[src/rtl/ctrl_pkg.sv]
// Shared types and encodings for the RV32I multi-cycle control FSM.
// Control encodings match the single-cycle datapath so its decoders are reused.
package ctrl_pkg;

  typedef enum logic [2:0] {
    ST_FETCH  = 3'd0,
    ST_DECODE = 3'd1,
    ST_EXEC   = 3'd2,
    ST_MEM    = 3'd3,
    ST_WB     = 3'd4,
    ST_FAULT  = 3'd5
  } state_t;

  typedef enum logic [2:0] {
    CLS_NONE   = 3'd0,
    CLS_LOAD   = 3'd1,
    CLS_OPIMM  = 3'd2,
    CLS_STORE  = 3'd3,
    CLS_OP     = 3'd4,
    CLS_BRANCH = 3'd5
  } class_t;

  localparam logic [6:0] OPC_LOAD   = 7'b0000011;
  localparam logic [6:0] OPC_OPIMM  = 7'b0010011;
  localparam logic [6:0] OPC_STORE  = 7'b0100011;
  localparam logic [6:0] OPC_OP     = 7'b0110011;
  localparam logic [6:0] OPC_BRANCH = 7'b1100011;

  localparam logic [2:0] IMM_I     = 3'b000;
  localparam logic [2:0] IMM_S     = 3'b001;
  localparam logic [2:0] IMM_B     = 3'b010;
  localparam logic [2:0] IMM_SHIFT = 3'b101;

  localparam logic [1:0] ALUOP_ADD   = 2'b00;
  localparam logic [1:0] ALUOP_BR    = 2'b01;
  localparam logic [1:0] ALUOP_FUNCT = 2'b10;

  // FETCH and MEM are the only states that own the memory port.
  function automatic logic is_mem_state(state_t s);
    return (s == ST_FETCH) || (s == ST_MEM);
  endfunction

endpackage

[src/rtl/op_class_decoder.sv]
// Combinational decode: opcode -> instruction class, and registered class +
// funct3 -> ALU operand/immediate/operation controls.
module op_class_decoder
  import ctrl_pkg::*;
(
  input  logic [6:0] opcode_i,
  input  logic [2:0] funct_3_i,
  input  logic [2:0] cls_i,
  output logic [2:0] cls_o,
  output logic [2:0] imm_src_o,
  output logic       alu_src_o,
  output logic [1:0] alu_op_o
);

  class_t cls;
  assign cls = class_t'(cls_i);

  always_comb begin
    cls_o = CLS_NONE;
    case (opcode_i)
      OPC_LOAD:   cls_o = CLS_LOAD;
      OPC_OPIMM:  cls_o = CLS_OPIMM;
      OPC_STORE:  cls_o = CLS_STORE;
      OPC_OP:     cls_o = CLS_OP;
      OPC_BRANCH: cls_o = CLS_BRANCH;
      default:    cls_o = CLS_NONE;
    endcase
  end

  always_comb begin
    imm_src_o = IMM_I;
    alu_src_o = 1'b0;
    alu_op_o  = ALUOP_ADD;
    case (cls)
      CLS_OPIMM: begin
        alu_src_o = 1'b1;
        alu_op_o  = ALUOP_FUNCT;
        // SLLI/SRLI/SRAI carry a shamt field rather than a full I-immediate.
        if (funct_3_i == 3'b001 || funct_3_i == 3'b101) imm_src_o = IMM_SHIFT;
      end
      CLS_OP: alu_op_o = ALUOP_FUNCT;
      CLS_LOAD: alu_src_o = 1'b1;
      CLS_STORE: begin
        alu_src_o = 1'b1;
        imm_src_o = IMM_S;
      end
      CLS_BRANCH: begin
        alu_op_o  = ALUOP_BR;
        imm_src_o = IMM_B;
      end
      default: ;
    endcase
  end

endmodule

[src/rtl/multicycle_ctrl.sv]
// Multi-cycle RV32I control FSM: FETCH/DECODE/EXEC/MEM/WB over a shared
// memory port, with a per-request wait timeout and a sticky FAULT state.
module multicycle_ctrl
  import ctrl_pkg::*;
#(
  parameter int MEM_TIMEOUT = 15,
  parameter int CNT_W       = 8
) (
  input  logic       clk_i,
  input  logic       rst_n_i,
  input  logic [6:0] opcode_i,
  input  logic [2:0] funct_3_i,
  input  logic       zero_i,
  input  logic       mem_rdy_i,
  output logic       mem_req_o,
  output logic       mem_we_o,
  output logic       adr_src_o,
  output logic       ir_wr_en_o,
  output logic       pc_wr_en_o,
  output logic       pc_src_o,
  output logic       reg_wr_en_o,
  output logic       alu_src_o,
  output logic [2:0] imm_src_o,
  output logic [1:0] alu_op_o,
  output logic       result_src_o,
  output logic       fault_o,
  output logic [2:0] state_o
);

  localparam logic [CNT_W-1:0] TIMEOUT_C = CNT_W'(MEM_TIMEOUT);

  state_t            state_q, state_d;
  class_t            class_q, class_d;
  logic [CNT_W-1:0]  wait_q, wait_d;

  logic [2:0] dec_cls;
  logic [2:0] dec_imm_src;
  logic       dec_alu_src;
  logic [1:0] dec_alu_op;

  logic       req, we, adr, ir_wr, pc_wr, pc_src, reg_wr, alu_src, res_src;
  logic [2:0] imm_src;
  logic [1:0] alu_op;
  logic       timeout;

  op_class_decoder u_dec (
    .opcode_i  (opcode_i),
    .funct_3_i (funct_3_i),
    .cls_i     (class_q),
    .cls_o     (dec_cls),
    .imm_src_o (dec_imm_src),
    .alu_src_o (dec_alu_src),
    .alu_op_o  (dec_alu_op)
  );

  assign timeout = (wait_q == TIMEOUT_C);

  always_ff @(posedge clk_i or negedge rst_n_i) begin
    if (!rst_n_i) begin
      state_q <= ST_FETCH;
      class_q <= CLS_NONE;
      wait_q  <= '0;
    end else begin
      state_q <= state_d;
      class_q <= class_d;
      wait_q  <= wait_d;
    end
  end

  // Handshake: mem_req/mem_we/adr_src are pure functions of state and class,
  // so they hold steady from request until the mem_rdy_i cycle that completes
  // it; mem_rdy_i is only looked at in FETCH and MEM.
  always_comb begin
    state_d = state_q;
    class_d = class_q;
    req     = 1'b0;
    we      = 1'b0;
    adr     = 1'b0;
    ir_wr   = 1'b0;
    pc_wr   = 1'b0;
    pc_src  = 1'b0;
    reg_wr  = 1'b0;
    alu_src = 1'b0;
    imm_src = IMM_I;
    alu_op  = ALUOP_ADD;
    res_src = 1'b0;
    case (state_q)
      ST_FETCH: begin
        req = 1'b1;
        if (mem_rdy_i) begin
          ir_wr   = 1'b1;
          state_d = ST_DECODE;
        end else if (timeout) begin
          state_d = ST_FAULT;
        end
      end
      ST_DECODE: begin
        class_d = class_t'(dec_cls);
        state_d = (dec_cls == CLS_NONE) ? ST_FAULT : ST_EXEC;
      end
      ST_EXEC: begin
        alu_src = dec_alu_src;
        imm_src = dec_imm_src;
        alu_op  = dec_alu_op;
        case (class_q)
          CLS_OPIMM, CLS_OP:    state_d = ST_WB;
          CLS_LOAD, CLS_STORE:  state_d = ST_MEM;
          CLS_BRANCH: begin
            // BEQ/BLT/BLTU use funct3[0]=0; their inverses flip the flag.
            pc_wr   = 1'b1;
            pc_src  = zero_i ^ funct_3_i[0];
            state_d = ST_FETCH;
          end
          default:              state_d = ST_FAULT;
        endcase
      end
      ST_MEM: begin
        req     = 1'b1;
        adr     = 1'b1;
        we      = (class_q == CLS_STORE);
        alu_src = dec_alu_src;
        imm_src = dec_imm_src;
        alu_op  = dec_alu_op;
        if (mem_rdy_i) begin
          if (class_q == CLS_STORE) begin
            pc_wr   = 1'b1;
            state_d = ST_FETCH;
          end else begin
            state_d = ST_WB;
          end
        end else if (timeout) begin
          state_d = ST_FAULT;
        end
      end
      ST_WB: begin
        reg_wr  = 1'b1;
        res_src = (class_q == CLS_LOAD);
        pc_wr   = 1'b1;
        state_d = ST_FETCH;
      end
      ST_FAULT: state_d = ST_FAULT;
      default:  state_d = ST_FAULT;
    endcase

    // Count only while lingering in a memory state; any entry starts at zero.
    if (is_mem_state(state_q) && (state_d == state_q)) wait_d = wait_q + CNT_W'(1);
    else                                               wait_d = '0;
  end

  // Outputs are forced low while reset is held, dropping any live request.
  assign mem_req_o    = rst_n_i & req;
  assign mem_we_o     = rst_n_i & we;
  assign adr_src_o    = rst_n_i & adr;
  assign ir_wr_en_o   = rst_n_i & ir_wr;
  assign pc_wr_en_o   = rst_n_i & pc_wr;
  assign pc_src_o     = rst_n_i & pc_src;
  assign reg_wr_en_o  = rst_n_i & reg_wr;
  assign alu_src_o    = rst_n_i & alu_src;
  assign imm_src_o    = rst_n_i ? imm_src : 3'b000;
  assign alu_op_o     = rst_n_i ? alu_op : 2'b00;
  assign result_src_o = rst_n_i & res_src;
  assign fault_o      = rst_n_i & (state_q == ST_FAULT);
  assign state_o      = state_q;

endmodule

[config.mk]
export PLATFORM = sky130hd
export DESIGN_NAME = multicycle_ctrl
export DESIGN_NICKNAME = d
export VERILOG_FILES = /design/src/rtl/ctrl_pkg.sv /design/src/rtl/op_class_decoder.sv /design/src/rtl/multicycle_ctrl.sv
export SDC_FILE = /design/constraint.sdc
export NUM_CORES = 1
export LEC_CHECK = 0
export ABC_AREA = 1
export BUFFER_PORTS_ARGS = -buffer_cell sky130_fd_sc_hd__buf_2
export CAP_MARGIN = 25
export CORE_ASPECT_RATIO = 0.9
export CORE_UTILIZATION = 50
export DETAILED_ROUTE_END_ITERATION = 10
export HOLD_SLACK_MARGIN = 0.05
export PLACE_DENSITY = 0.81
export SKIP_CTS_REPAIR_TIMING = 1
export SYNTH_ARGS = -nofsm -noshare
export SYNTH_HDL_FRONTEND = slang
export SYNTH_SLANG_ARGS = --single-unit
[constraint.sdc]
create_clock -name clk_i -period 1.7 [get_ports clk_i]
set_clock_uncertainty 0.1 [all_clocks]
set_input_delay 0.085 -clock clk_i [delete_from_list [all_inputs] [get_ports clk_i]]
set_output_delay 0.085 -clock clk_i [all_outputs]
set_load 0.02 [all_outputs]
==> reports/metrics.sh, run 1 <==
DRTITER0DRC=30
ANTENNA_FOUND_INITIAL=0
FINAL-HOLD-VIOLATION-COUNT=0
OUTCOME='finished with violations'
CTS-HTREE-LEVELS=1
PIN_COUNT_OF_THE_BIGGEST_NET_ENTERING_GLOBAL_ROUTING=15
SLEW_HEADROOM_PCT=78.8
TRITONCTS_NUM_SINKS=14
DETAIL_ROUTE.FIRST_PASS.ITERATIONS=4
RSZ0062_AT_GRT='true'
FINAL_LAYOUT_SIZE_SUFFIX_GT1_SHARE_PCT=51.4
WORST_PATH_DOMINANT_CELL_FAMILY='simple AND/OR/NAND/NOR gates'
SYNTH.NET_COUNT=150
DIODES=0
HOLD_PATH_CLASS='input pin to flop'
CRITICAL_PATH.STARTPOINT_TYPE='flop'
SYNTH-EDFF-COUNT=0
SLEW_VIOLATIONS=0
CP.REQUIRED_NS=1.51
CLK-INSERTION-DELAY-LATE_NS=0.28
PERIOD_UTILIZATION_PCT=108
SETUP_VIOL=9
POST_DRT_VIA_CELL_RATIO=5.21
AVGROUTEDWIREPERCELL_UM=12.5
SYNTH.MOST_COMMON_CELL='nand2_1'
SETUP.WORST_PATH.END_CLASS='primary output'
MAX_STAGE_DELAY_NS=0.47
PATH_MAX_FANOUT=5
CLOCK_TRANSITION_AT_PATH_REGS_NS=0.08
GLOBAL_ROUTE_TOTAL_USAGE_ACROSS_EVERY_LAYER_PCT=21.4
SYNTH.YOSYS.SEQ_AREA_SHARE_PCT=34.7
START_UTIL_PCT=52.7
YS_DOMINANT_REG_CELL='dfrtp_1'
FIRST_GLOBAL_VIAS=876
SYNTH.TOP_CELLS.BY_COUNT='nand2_1 (23), inv_1 (16), nor2_1 (15)'
VDD.IR_DROP.WORST_mV=0.450
LARGEST_FAMILY_OF_LOGIC_CELLS_BY_SYNTHESIZED_AREA='simple AND/OR/NAND/NOR gates'
TIMING.CRITICAL_PATH.ARRIVAL_NS=1.65
NETLIST_INSTANCES=135
FINALWORSTSETUPSLACK_NS=-0.131
TRITONCTS='done'
NUM-NETS-FINAL=201
SYNTH_AREA_IN_COMPOUND_GATES_PCT=7.31
CTS_BUFFER_DEPTH=2
SYNTH.MUX.AREA_FRACTION_PCT=0
DIE_W_UM=49.4
SUM_OF_INTERNAL_SWITCHING_AND_LEAKAGE_POWER_mW=0.578
POST_SYNTH_MAIN_AREA_CONTRIBUTORS='dfrtp_1 (35%), nand2_1 (8.6%), nor2_2 (7.4%)'
ASYNC_FLOP_SHARE_PCT=100
COUNT_OF_PLACED_STANDARD_CELLS_INCLUDING_TAPS=194
PLACE.GP.CONGESTION=0.848
HPWL_UM=1760
CRITICAL-PATH-SLOWEST-CELL='dfrtp_2'
SYNTH_LARGEST_TYPE_AREA_FRACTION_PCT=34.7
FINAL.HOLD.WORST_SLACK_NS=0.0265
TRITONCTS.NUM_BUFFERS=3
WORSTPATHCELLLIST='nor2_4 > nand2_2 > or3b_4 > o21ai_1 > buf_4'
ROUTE.DETAILED.DRC=0
CELL_TYPE_WITH_THE_HIGHEST_AGGREGATE_AREA_IN_THE_NETLIST='dfrtp_1'
SYNTH.AVG_CELL_AREA_UM2=7.48
CLOCK-ROOT-BUFFER='clkbuf_4'
SYNTH_SEQ_CELLS=14
IOS=32
GRT_FIRST_PASS_WIRELENGTH_UM=3600
SYNTH_AREA_MM2=0.00101
TNS_NS=-0.608
LAYOUT.CELLS.NON_FILLER=210
CRIT_TYPE='flop to primary output'
FAILED_CHECKS='negative setup slack'
ROUTED_WIRELENGTH_UM=2640
SHORTEST_PERIOD_THE_WORST_PATH_ALLOWS_NS=1.83
PATH_BUF_INV=1
DIE-AREA_MM2=0.00220
TIGHTEST_SLEW_NS=0.317
YS.WARNINGS.COUNT=0
P_LEAK_nW=0.674
YOSYS.AREA_SHARE.ADDER_PCT=1.24
FMAX_MHz=546
CORE_AREA_MM2=0.00191
MAX-CAP-VIOLATIONS=0
DIEHEIGHT_UM=44.6
LAYOUT.FILLER_CELLS=147
DETAILROUTE.VIA_COUNT=1095
DP_WORST_SETUP_SLACK_NS=0.0625
SYNTH_CELL_TYPE_COUNT=30
STD_CELL_ROWS=15
GRT-OVFL-TOTAL=0
PORT_BUFFERS=30
PWR_DENSITY_CELL_mW_PER_MM2=404
AREA_GROWTH_SYN_TO_LAYOUT_PCT=41.9
POSTROUTEANTENNANETS=0
BASIC_GATE_SHARE_OF_THE_SYNTHESIZED_AREA_COUNTING_AND_OR_NAND_AND_NOR_CELLS_PCT=43.2
R2R_SETUP_SLACK_NS=-0.01
XOR_XNOR_CELL_AREA_SHARE_OF_THE_YOSYS_NETLIST_PCT=6.07
cell type report:
cell class,instances,area (µm²),share of cell area (%)
multi-input combinational,101,649,45.3
sequential,14,355,24.8
timing repair buffer,46,295,20.6
inverter,20,75.1,5.24
tap,25,31.3,2.18
clock buffer,4,26.3,1.83
metal layers:
layer  track usage (%)  part of all wire [%]  vias up
met4              1.71                   1.7        0
met1              28.2                    41      514
met5                 0                     0        -
met2              37.5                    51       42
li1                  -                     -      535
met3              5.15                   6.1        4
metrics by stage:
step | util, % | instance area, µm²
floorplan | - | 1020
global placement | 64.3 | 1230
detailed placement | 64.3 | 1230
CTS | 65.7 | 1260
global route | 74.8 | 1430
finish | 74.8 | 1430
power breakdown:
| part | switching [mW] | total [mW] | internal, mW |
|---|---|---|---|
| Clock | 0.108 | 0.199 | 0.0911 |
| Sequential | 0 | 0.333 | 0.333 |
| Combinational | 0.0282 | 0.0470 | 0.0188 |
worst min-delay path, delay by kind of cell:
kind / cells / cell delay, ns
buf+inv: 2 / 0.14
compound gates: 1 / 0.07
simple gates: 1 / 0.07
cells in the final DEF (no fill, tap or decap), drive strengths merged:
cell type	count
a211oi	1
a21oi	2
and3	1
buf	45
clkbuf	4
dfrtp	14
dlygate4sd3	1
ha	1
inv	20
nand2	33
nand3	9
nand3b	1
nand4	1
nor2	28
nor3	5
nor4	2
o2111ai	1
o211ai	1
o21ai	5
o221ai	1
o22ai	1
or3b	1
xnor2	3
xor2	4
cell families (layout without fill, tap and decap cells):
logic type               Yosys count  after routing
AO/OA/AOI/OAI                     12             12
XOR/XNOR                           7              7
adder cells (fa/ha/maj)            1              1
buffers and inverters             20             70
flip-flops                        14             14
AND/OR/NAND/NOR                   81             81
registers in the layout (all words and copies together), names as in the netlist:
| signal | count |
|---|---|
| class_q | 3 |
| wait_q | 8 |
| state_o | 3 |
final timing paths:
path | from | end | cells after the start
worst min-delay path | opcode_i[6] | class_q[1] | 4
worst min register to register | wait_q[0] | wait_q[0] | 2
worst max-delay path | class_q[2] | imm_src_o[0] | 5
min in group asynchronous | rst_n_i | class_q[1] | 3
max in group asynchronous | rst_n_i | state_o[2] | 3
worst max register to register | class_q[2] | wait_q[7] | 10
Power figures use the tool's default switching activity.
==> run 2: changes to the inputs <==
--- a/config.mk
+++ b/config.mk
@@ -9,10 +9,11 @@
 export BUFFER_PORTS_ARGS = -buffer_cell sky130_fd_sc_hd__buf_2
 export CAP_MARGIN = 25
 export CORE_ASPECT_RATIO = 0.9
-export CORE_UTILIZATION = 50
+export CORE_UTILIZATION = 53
 export DETAILED_ROUTE_END_ITERATION = 10
+export GPL_TIMING_DRIVEN = 0
 export HOLD_SLACK_MARGIN = 0.05
-export PLACE_DENSITY = 0.81
+export PLACE_DENSITY = 0.95
 export SKIP_CTS_REPAIR_TIMING = 1
 export SYNTH_ARGS = -nofsm -noshare
 export SYNTH_HDL_FRONTEND = slang
==> constraint.sdc (replaced) <==
create_clock -name clk_i -period 2.3 [get_ports clk_i]
set_clock_uncertainty 0.1 [all_clocks]
set_input_delay 0.115 -clock clk_i [delete_from_list [all_inputs] [get_ports clk_i]]
set_output_delay 0.115 -clock clk_i [all_outputs]
set_load 0.02 [all_outputs]
==> run 2 against run 1 <==
Compared with the run above:
- the run now ends clean
- design area decreased by 14%
- first-iteration DRC count decreased by 33%
- utilization decreased by 3.6 points
- combinational power decreased by 30%
- sequential cell count unchanged
- count of clock-buffer cells in the layout unchanged
- critical path type unchanged
- highest routed layer unchanged
==> reports/metrics.sh, run 2 (synthesis gave the netlist of run 1 again) <==
MOST_FREQUENT_STANDARD_CELL_IN_THE_LAYOUT_EXCLUDING_FILL_AND_TAP_CELLS='buf_2'
ROUTE.MET3.WL_UM=80
FINALWORSTSETUPSLACK_NS=0.262
WORSTPATHCELLLIST='inv_2 > nor2_2 > inv_1 > nor2_1 > inv_2 > nor3_2 > nand2_1 > nor2_1 > buf_2'
RSZ0062_AT_GRT='false'
DRTITER0DRC=20
PIN_COUNT_OF_THE_BIGGEST_NET_ENTERING_GLOBAL_ROUTING=16
SUM_OF_INTERNAL_SWITCHING_AND_LEAKAGE_POWER_mW=0.460
ROUTED_WIRELENGTH_UM=2220
LAYOUT.CELLS.NON_FILLER=194
GLOBAL_ROUTE_TOTAL_USAGE_ACROSS_EVERY_LAYER_PCT=24.8
MAX_STAGE_DELAY_NS=0.52
CLOCK_TRANSITION_AT_PATH_REGS_NS=0.09
TRITONCTS.NUM_BUFFERS=3
STD_CELL_ROWS=14
FINAL_CELL_MIX='buf_2 (30), nand2_1 (23), inv_1 (16)'
TIGHTEST_SLEW_NS=0.638
SHORTEST_PERIOD_THE_WORST_PATH_ALLOWS_NS=2.04
FIRST_GLOBAL_VIAS=859
TNS_NS=0
PERIOD_UTILIZATION_PCT=88.6
AREA_GROWTH_SYN_TO_LAYOUT_PCT=22.4
CLK-INSERTION-DELAY-LATE_NS=0.28
CTS-HTREE-LEVELS=1
DETAIL_ROUTE.FIRST_PASS.ITERATIONS=4
WL_MET1_UM=1020
DETAILROUTE.VIA_COUNT=992
CRITICAL_PATH.STARTPOINT_TYPE='flop'
LARGEST_REGISTER='wait_q'
CRIT_TYPE='flop to primary output'
POSTROUTEANTENNANETS=0
COUNT_OF_PLACED_STANDARD_CELLS_INCLUDING_TAPS=189
IOS=32
CTS_BUFFER_DEPTH=2
CORE_AREA_MM2=0.00173
NUM-NETS-FINAL=186
FINAL.HOLD.WORST_SLACK_NS=0.0655
HOLD_PATH_CLASS='input pin to flop'
PORT_BUFFERS=30
STDCELL_AREA_MM2=0.00124
GRT-OVFL-TOTAL=0
POST_DRT_VIA_CELL_RATIO=5.11
TIMING.CRITICAL_PATH.ARRIVAL_NS=1.82
MET2WIRELENGTH_UM=1100
DP_WORST_SETUP_SLACK_NS=0.581
ROUTE.DETAILED.DRC=0
HPWL_UM=1750
CLOCK-ROOT-BUFFER='clkbuf_4'
CRITICAL-PATH-SLOWEST-CELL='dfrtp_1'
VDD.IR_DROP.WORST_mV=0.496
FINAL_CORE_UTILIZATION_PCT=71.3
DIEHEIGHT_UM=43.4
OUTCOME='completed'
TRITONCTS_NUM_SINKS=14
TRITONCTS='done'
GRT_FIRST_PASS_WIRELENGTH_UM=3680
SETUP_VIOL=0
FLIP_FLOP_COUNT_OF_THE_LARGEST_REGISTER_ALL_COPIES_AND_WORDS_ADDED=8
DIODES=0
AVGROUTEDWIREPERCELL_UM=11.4
LAYOUT.FILLER_CELLS=144
FINAL_LAYOUT_SIZE_SUFFIX_GT1_SHARE_PCT=38.8
SETUP.WORST_PATH.END_CLASS='primary output'
PATH_MAX_FANOUT=7
FMAX_MHz=491
FINAL-HOLD-VIOLATION-COUNT=0
DIE-AREA_MM2=0.00208
START_UTIL_PCT=58.2
SLEW_HEADROOM_PCT=57.3
UPPERMOST_LAYER_ROUTED='met4'
PLACED_CELL_AREA_MM2=0.00119
CP.REQUIRED_NS=2.09
DIE_W_UM=48.0
P_LEAK_nW=0.608
PLACE.GP.CONGESTION=0.874
PWR_DENSITY_CELL_mW_PER_MM2=372
MAX-CAP-VIOLATIONS=0
ANTENNA_FOUND_INITIAL=0
SLEW_VIOLATIONS=0
[run 2: final timing paths]
kind / to / slack (ns) / start / depth (start not counted)
worst max-delay path: pc_src_o / 0.26 / state_o[1] / 9
worst min-delay path: class_q[1] / 0.07 / opcode_i[4] / 3
worst max register to register: wait_q[4] / 0.57 / wait_q[0] / 10
worst min register to register: wait_q[0] / 0.37 / wait_q[0] / 1
max in group asynchronous: class_q[1] / 1.39 / rst_n_i / 2
min in group asynchronous: state_o[2] / 0.30 / rst_n_i / 2
[run 2: critical path, delay by kind of cell, from the launching register on]
family,cells,cell delay [ns]
buffers and inverters,4,0.37
DFF,1,0.52
and+or+nand+nor,5,0.65
[run 2: layer usage]
layer  vias up  GRT usage (%)
met5         -              0
met4         0           6.67
met3         2           6.25
met2        27           38.6
met1       459           33.9
li1        504              -
[run 2: area by class of cell]
class / instances / area, µm² / area share [%]
Tap cell: 24 / 30.0 / 2.43
Inverter: 20 / 75.1 / 6.07
Timing Repair Buffer: 31 / 160 / 13.0
Clock buffer: 4 / 36.3 / 2.94
Multi-Input combinational cell: 101 / 584 / 47.3
Sequential cell: 14 / 350 / 28.3
[run 2: power by group]
part | total [mW] | switching, mW | internal, mW
Clock | 0.181 | 0.0845 | 0.0965
Sequential | 0.246 | 0 | 0.246
Combinational | 0.0328 | 0.0201 | 0.0127
Total | 0.460 | 0.105 | 0.355
==> run 3: changes to the inputs <==
--- a/config.mk
+++ b/config.mk
@@ -9,6 +9,7 @@
 export BUFFER_PORTS_ARGS = -buffer_cell sky130_fd_sc_hd__buf_2
 export CAP_MARGIN = 25
 export CORE_ASPECT_RATIO = 0.9
+export CORE_MARGIN = 2
 export CORE_UTILIZATION = 53
 export DETAILED_ROUTE_END_ITERATION = 10
 export GPL_TIMING_DRIVEN = 0
==> run 3 against run 2 <==
Compared with the run above:
- routed wire length grew 4.0%
- setup slack worse by 0.045 ns
- power shrank 1.1%
- non-clock buffer count unchanged
- sequential cell count unchanged
- critical path depth stayed put
- die area grew 9.0%
- utilization unchanged
- maximum frequency fell by 2.2%
- sequential share of layout area unchanged
- cell count unchanged
- largest power group unchanged
- highest routed layer unchanged
==> reports/metrics.sh, run 3 (synthesis gave the netlist of run 1 again) <==
OUTCOME='completed'
IOS=32
WORST_R2R_STARTPOINT='wait_q[0]'
CORE_AREA_MM2=0.00173
COUNT_OF_PLACED_STANDARD_CELLS_INCLUDING_TAPS=189
R2R.WORST_PATH.CELLS=10
GLOBAL_ROUTE_TOTAL_USAGE_ACROSS_EVERY_LAYER_PCT=22.4
FINAL_LAYOUT_SIZE_SUFFIX_GT1_SHARE_PCT=38.8
HOLD-PATH-CELL-COUNT=4
PORT_BUFFERS=30
SLEW_VIOLATIONS=0
DIEHEIGHT_UM=45.4
TRITONCTS_NUM_SINKS=14
TRITONCTS.NUM_BUFFERS=3
RSZ0062_AT_GRT='false'
WORST_R2R_ENDPOINT='wait_q[1]'
ANTENNA_FOUND_INITIAL=0
HPWL_UM=1890
CRIT_TYPE='flop to primary output'
DIE-AREA_MM2=0.00227
CLOCK_TRANSITION_AT_PATH_REGS_NS=0.08
CP.REQUIRED_NS=2.09
DETAILROUTE.VIA_COUNT=1006
CLOCK-ROOT-BUFFER='clkbuf_4'
DRTITER0DRC=9
SETUP.WORST_PATH.END='pc_wr_en_o'
TIMING.CRITICAL_PATH.ARRIVAL_NS=1.87
FMAX_MHz=480
PLACE.GP.CONGESTION=0.854
AREA_GROWTH_SYN_TO_LAYOUT_PCT=22.4
SETUP.WORST_PATH.END_CLASS='primary output'
GRT_FIRST_PASS_WIRELENGTH_UM=3730
POSTROUTEANTENNANETS=0
SLEW_HEADROOM_PCT=58.1
HOLD_PATH_CLASS='input pin to flop'
DIODES=0
SHORTEST_PERIOD_THE_WORST_PATH_ALLOWS_NS=2.08
START_UTIL_PCT=58.2
PATH_MAX_FANOUT=7
DETAIL_ROUTE.FIRST_PASS.ITERATIONS=4
NUM-NETS-FINAL=186
GRT-OVFL-TOTAL=0
SETUP_VIOL=0
TNS_NS=0
FIRST_GLOBAL_VIAS=877
AVGROUTEDWIREPERCELL_UM=11.9
MAX-CAP-VIOLATIONS=0
ROUTED_WIRELENGTH_UM=2310
CLK-INSERTION-DELAY-LATE_NS=0.28
PWR_DENSITY_CELL_mW_PER_MM2=368
R2R_SETUP_SLACK_NS=0.55
P_LEAK_nW=0.608
FINAL_CELL_MIX='buf_2 (30), nand2_1 (23), inv_1 (16)'
TIGHTEST_SLEW_NS=0.626
PERIOD_UTILIZATION_PCT=90.6
MOST_FREQUENT_STANDARD_CELL_IN_THE_LAYOUT_EXCLUDING_FILL_AND_TAP_CELLS='buf_2'
LAYOUT.CELLS.NON_FILLER=194
DIE_W_UM=50.0
CTS_BUFFER_DEPTH=2
CTS-HTREE-LEVELS=1
SUM_OF_INTERNAL_SWITCHING_AND_LEAKAGE_POWER_mW=0.455
CRITICAL_PATH.STARTPOINT_TYPE='flop'
LARGEST_REGISTER='wait_q'
VDD.IR_DROP.WORST_mV=0.415
PIN_COUNT_OF_THE_BIGGEST_NET_ENTERING_GLOBAL_ROUTING=16
FLIP_FLOP_COUNT_OF_THE_LARGEST_REGISTER_ALL_COPIES_AND_WORDS_ADDED=8
TRITONCTS='done'
POST_DRT_VIA_CELL_RATIO=5.19
STD_CELL_ROWS=14
FINAL-HOLD-VIOLATION-COUNT=0
ROUTE.DETAILED.DRC=0
WORST_SETUP_PATH_STARTPOINT='state_o[1]'
[run 3: metal layers]
layer  track usage, %  share of wire [%]  vias up
met5                0                  0        -
met4             9.44                1.9        0
met3             4.93                4.4        6
met2             38.7                 50       28
met1             27.4                 44      463
li1                 -                  -      509
[run 3: report_power, final]
group	switching (mW)	leakage, nW	internal [mW]
Sequential	0	0.175	0.246
Clock	0.0804	0.0210	0.0965
Combinational	0.0194	0.412	0.0126
[run 3: worst min-delay path by stage]
| stage | endpoint | from |
|---|---|---|
| 6_report | class_q[1] | opcode_i[6] |
| 4_1_cts | state_o[2] | rst_n_i |
| 3_5_place_dp | state_o[2] | rst_n_i |
| 3_3_place_gp | state_o[2] | rst_n_i |
| 2_1_floorplan | class_q[0] | rst_n_i |
| 5_1_grt | class_q[1] | opcode_i[6] |
[run 3: final cells by class]
class | instances | area [µm²]
timing repair buffer | 31 | 160
multi-input combinational | 101 | 584
inverter | 20 | 75.1
clock buffer | 4 | 36.3
fill | 152 | 498
tap | 24 | 30.0
sequential | 14 | 350
[run 3: per-stage QoR]
stage                     hold slack, ns  utilization [%]  instance area, µm²  setup WS, ns
after floorplan                   -0.281                -                1010         0.353
after detailed placement         -0.0626             68.6                1190         0.551
after global routing              0.0992             71.3                1240         0.109
final                             0.0634             71.3                1240         0.217
after global placement           -0.0686             68.6                1190         0.606
after CTS                         -0.378             70.7                1230         0.230
[run 3: critical path, stage by stage (launching register included)]
cell      delay [ns]
dfrtp_1         0.52
inv_2           0.06
nor2_2          0.16
inv_1           0.06
nor2_1          0.15
inv_2           0.09
nor3_2          0.16
nand2_1         0.10
o221ai_1        0.08
buf_2           0.21
